==> config.mk <==
export PLATFORM = sky130hd
export DESIGN_NAME = fib_index_decoder
export DESIGN_NICKNAME = d
export VERILOG_FILES = /design/src/rtl/fib_index_decoder.sv
export SDC_FILE = /design/constraint.sdc
export NUM_CORES = 1
export LEC_CHECK = 0
export CORE_MARGIN = 5
export CORE_UTILIZATION = 43
export CTS_BUF_LIST = sky130_fd_sc_hd__clkbuf_4 sky130_fd_sc_hd__clkbuf_8
export DETAILED_ROUTE_END_ITERATION = 7
export SLEW_MARGIN = 20
export SYNTH_ARGS = -nofsm -noshare
export SYNTH_HDL_FRONTEND = slang
export SYNTH_SLANG_ARGS = --single-unit
export TNS_END_PERCENT = 10
==> constraint.sdc <==
create_clock -name clock -period 8 [get_ports clock]
set_clock_uncertainty 0.05 [all_clocks]
set_input_delay 1.6 -clock clock [delete_from_list [all_inputs] [get_ports clock]]
set_output_delay 1.6 -clock clock [all_outputs]
set_load 0.01 [all_outputs]
==> src/rtl/fib_index_decoder.sv <==
// fib_index_decoder
//   Inverse of the Fibonacci generator. It accepts a value, regenerates
//   Fibonacci terms one per clock until a term passes the value, and then
//   returns the largest term not exceeding the value. The result carries the
//   term's index, the term itself, the remainder and an exact-match flag.
//   Index convention: F(0)=0, F(1)=1. The index is the largest k with
//   F(k) <= value, so value 1 decodes to index 2.
//
// Ports
//   clock          rising-edge clock
//   reset          synchronous, active-low reset
//   in_valid       in_value is presented
//   in_ready       block can accept a value (IDLE only)
//   in_value       value to decode
//   out_valid      result fields valid and held (DONE only)
//   out_ready      downstream accepts result
//   out_index      largest k with F(k) <= value
//   out_floor      F(out_index)
//   out_remainder  value - out_floor
//   out_is_fib     1 when out_remainder == 0
//   busy           high in SEARCH or DONE
module fib_index_decoder #(
    parameter int WIDTH = 32,
    parameter int IDX_W = 6
) (
    input  logic             clock,
    input  logic             reset,
    input  logic             in_valid,
    output logic             in_ready,
    input  logic [WIDTH-1:0] in_value,
    output logic             out_valid,
    input  logic             out_ready,
    output logic [IDX_W-1:0] out_index,
    output logic [WIDTH-1:0] out_floor,
    output logic [WIDTH-1:0] out_remainder,
    output logic             out_is_fib,
    output logic             busy
);

    typedef enum logic [1:0] {
        IDLE   = 2'd0,
        SEARCH = 2'd1,
        DONE   = 2'd2
    } state_t;

    state_t state;
    state_t state_next;

    logic [WIDTH-1:0] val;
    logic [WIDTH-1:0] a;        // F(k)
    logic [WIDTH-1:0] b;        // F(k+1), low WIDTH bits
    logic             b_ovf;    // F(k+1) does not fit in WIDTH bits
    logic [IDX_W-1:0] k;
    logic [WIDTH:0]   sum;
    logic             found;

    // An overflowed b is larger than any WIDTH-bit input, so its wrapped
    // bits are never compared against val.
    assign sum   = {1'b0, a} + {1'b0, b};
    assign found = b_ovf || (b > val);

    always_ff @(posedge clock) begin
        if (!reset) begin
            state <= IDLE;
        end else begin
            state <= state_next;
        end
    end

    always_comb begin
        state_next = state;
        in_ready   = 1'b0;
        out_valid  = 1'b0;
        busy       = 1'b0;
        case (state)
            IDLE: begin
                in_ready = 1'b1;
                if (in_valid) begin
                    state_next = SEARCH;
                end
            end
            SEARCH: begin
                busy = 1'b1;
                if (found) begin
                    state_next = DONE;
                end
            end
            DONE: begin
                busy      = 1'b1;
                out_valid = 1'b1;
                if (out_ready) begin
                    state_next = IDLE;
                end
            end
            default: begin
                state_next = IDLE;
            end
        endcase
    end

    always_ff @(posedge clock) begin
        if (!reset) begin
            val           <= '0;
            a             <= '0;
            b             <= '0;
            b_ovf         <= 1'b0;
            k             <= '0;
            out_index     <= '0;
            out_floor     <= '0;
            out_remainder <= '0;
            out_is_fib    <= 1'b0;
        end else begin
            case (state)
                IDLE: begin
                    if (in_valid) begin
                        val   <= in_value;
                        a     <= '0;
                        b     <= {{(WIDTH-1){1'b0}}, 1'b1};
                        b_ovf <= 1'b0;
                        k     <= '0;
                    end
                end
                SEARCH: begin
                    if (found) begin
                        out_floor     <= a;
                        out_index     <= k;
                        out_remainder <= val - a;
                        out_is_fib    <= (val == a);
                    end else begin
                        a     <= b;
                        b     <= sum[WIDTH-1:0];
                        b_ovf <= sum[WIDTH];
                        k     <= k + {{(IDX_W-1){1'b0}}, 1'b1};
                    end
                end
                default: begin
                end
            endcase
        end
    end

endmodule

==> metrics.md <==
| Metric | Value |
|---|---|
| Clock tree buffer depth | 2 |
| Main flop type after synthesis | dfxtp_1 |
| Yosys top cell area share | 0.3399 |
| Final HPWL DP | around 21000 microns |
| Post-synth EDFFs | 0 |
| Final setup margin | 3.740 ns |
| CTS tree | built |
| CTS Root Cell | clkbuf_8 |
| Hold Crit Class | flop to flop |
| Slowest-stage cell, CP | o21a_2 |
| Final WL | around 29000 microns |
| Area Overhead vs Synth | 16.22% |
| Cell count along the critical path | 12 |
| Number of core rows | between 50 and 60 |
| Critical path required time | between 8 and 9 ns |
| Worst-Margin Slew | between 0.8 and 0.9 ns |
| Worst setup SP type | flop |
| Layout cells sized above 1 | 0.03965 |
| Worst Hold End | out_remainder[8] |
| Max-Cap Viols | 0 |
| Vias | 9095 |
| Slew HR | 0.4098 |
| Number of stages on the worst hold path | 2 |
| Status | complete, no violations |
| Syn_area_per_cell | 8.143 sq um |
| CP top delay family | compound AO/OA/AOI/OAI gates |
| Crit-path most repeated cell | a21oi_1 |
| Top post-synthesis cells by area | dfxtp_1 34%, ha_1 12%, nand2_1 8.5% |
| Async S/R FF share, synth | 0 |
| RR Startpoint | val[17] |
| R2R cell count | 12 |
| Worst reg2reg endpoint | b[22] |
| Vias per Instance | approximately 5.4 |
| Area leader, netlist | dfxtp_1 |
| GRT Residual Overflow | 0 |
| Drt pass-1 iters | 5 |
| Synth cell types | 63 |
| Area of the mapped netlist | approximately 10000 sq um |
| Top-Level Pins | 110 |
| Min-delay src | out_remainder[8] |
| Post-DRT Antenna Nets | 0 |
| Die width | approximately 170 microns |
| Leakage power | approximately 0.0048 uW |
| Pwr dens | about 210 nW/um^2 |
| CTS hold repair buffers | 0 |
| Final hold violation count | 0 |
| Starting Density | 0.4390 |
| Post-synth top cells | 234 x nand2_1, 176 x dfxtp_1, 99 x ha_1 |
| H-tree depth | 4 |
| Final Slew Violations | 0 |
| Die area | ~27000 sq um |
| Critical Path AT | between 4 and 5 ns |
| Cells traversed along the worst timing path | inv_1, ha_1, a21oi_1, o21ai_0, a221o_1, a2111oi_2, a21oi_1, nor3_2, nand2b_2, o21a_2, nor2_1, a32o_1 |
| Unrepaired setup endpoints after global routing | no |
| Fmax | 234.7 MHz |
| PortBufs | roughly 110 |
| Clock slew at reported path FFs | ~0.1 ns |
| Vias in the first global route | roughly 8700 |
| Synthesized Nets | around 1400 |
| Final setup TNS | 0 ns |
| Setup Crit Path Kind | flop to flop |
| Final core occ | 0.5102 |
| Largest net degree at the start of global routing | between 90 and 100 |
| Critical path peak fanout | 23 |
| Count leader, synth | nand2_1 |
| Antenna diodes | 0 |
| FF+latch count, synth | around 180 |
| Iter 0 DRT Violations | 401 |
| Initial antenna violation count | 0 |
| Die Height | between 150 and 200 microns |
| Drt drc | 0 |
| Placement Setup Slack | between 3 and 4 ns |
| Cts repair resizes | 0 |
| WP buf/inv | 1 |
| Synth warn | 0 |
| Post-synthesis cell count | between 1000 and 1500 |
| Clock Latency Late Sink | roughly 0.47 ns |
| FF-to-FF setup slack | approximately 3.7 ns |
| First-pass GRT wire length | ~46000 microns |
| Total GRT Usage | 0.2150 |
| Slowest stage delay, CP | between 0.6 and 0.7 ns |
| Finish-stage setup viols | 0 |
| CP endpoint kind | flop |
| Post-synthesis sequential area ratio | 0.3399 |
| Setup bufs post-CTS | 0 |
| GP Congestion | between 0.9 and 1 |
| Min Clock Period, post-route | between 4 and 5 ns |
| CTS Sinks | 176 |
| Maximum vdd drop | approximately 100 uV |
| Period utilization | 0.5325 |
| TritonCTS Buffers | 17 |
| Core area | approximately 24000 sq um |
| Drt wl/cell | about 17 microns |
| Fin nets | approximately 1500 |
cell usage in the layout, fill, tap and decap left out, types with 11 or more instances in the layout:
cell             count
o211ai_1            11
nor2_1              63
a21o_1              38
a22oi_1             37
a21boi_1            13
nand4_1             17
inv_1               79
clkbuf_8            17
a21oi_1             70
clkdlybuf4s50_1    108
a21boi_0            90
nor2b_1             18
ha_1                99
nand2_1            233
dfxtp_1            176
xnor2_1             37
o21ai_0             42
xor2_1              20
nand3_1             36
power breakdown:
part / switching [uW] / total, uW / internal, uW
logic: 609 / 972 / 364
registers: 43.0 / 959 / 916
clock network: 361 / 621 / 259
total: 1010 / 2550 / 1540
worst max-delay path by stage:
stage	startpoint	end	slack, ns
2_1_floorplan	a[0]	b[30]	5.14
3_3_place_gp	in_valid	b[22]	3.45
3_5_place_dp	in_valid	b[22]	3.45
4_1_cts	val[17]	b[22]	3.74
5_1_grt	val[17]	b[22]	3.50
6_report	val[17]	b[22]	3.74
cell families after synthesis:
group / count (synthesis) / synth area share
muxes: 3 / 0.002897
adders and majority gates: 101 / 0.1234
buffers and inverters: 140 / 0.05456
DFF: 176 / 0.3399
and+or+nand+nor: 417 / 0.1761
AOI/OAI and AO/OA: 379 / 0.2550
xor gates and xnor gates: 57 / 0.04816
registers in the layout, summed over array words and instances, names as in the netlist, 2 cells and up:
signal         flops
state              2
val               32
a                 32
out_floor         32
out_index          6
out_remainder     32
k                  6
b                 32
tightest hold or removal path, cell delays in order, from the launching register on:
cell,delay [ns]
dfxtp_1,0.32
nand2_1,0.05
a21boi_1,0.05
metrics by stage:
step / std cells / cell area [sq um] / total power [uW] / hold WS, ns
floorplan: 1273 / 10370 / 1662 / 0.3953
global placement: 1649 / 11670 / 1950 / 0.3922
detailed placement: 1649 / 11670 / 1953 / 0.3996
CTS: 1681 / 12050 / 2576 / 0.4106
global route: 1681 / 12050 / 2710 / 0.4290
finish: 1681 / 12050 / 2552 / 0.4068
metal layers:
layer	up-vias	wire, microns	GRT usage
li1	4602	-	-
met1	4277	13750	0.2862
met2	187	13830	0.3649
met3	29	1259	0.03673
met4	0	417	0.04915
met5	-	0	0
final cells by class:
cell class	instances	area, sq um
sequential	176	3523
tap	319	399.1
fill	2348	11560
clock inverter	13	130.1
clock buffer	19	249.0
multi-input combinational	957	6297
timing repair buffer	117	1149
inverter	80	300.3
No activity file was read; power rests on OpenSTA's default activity.
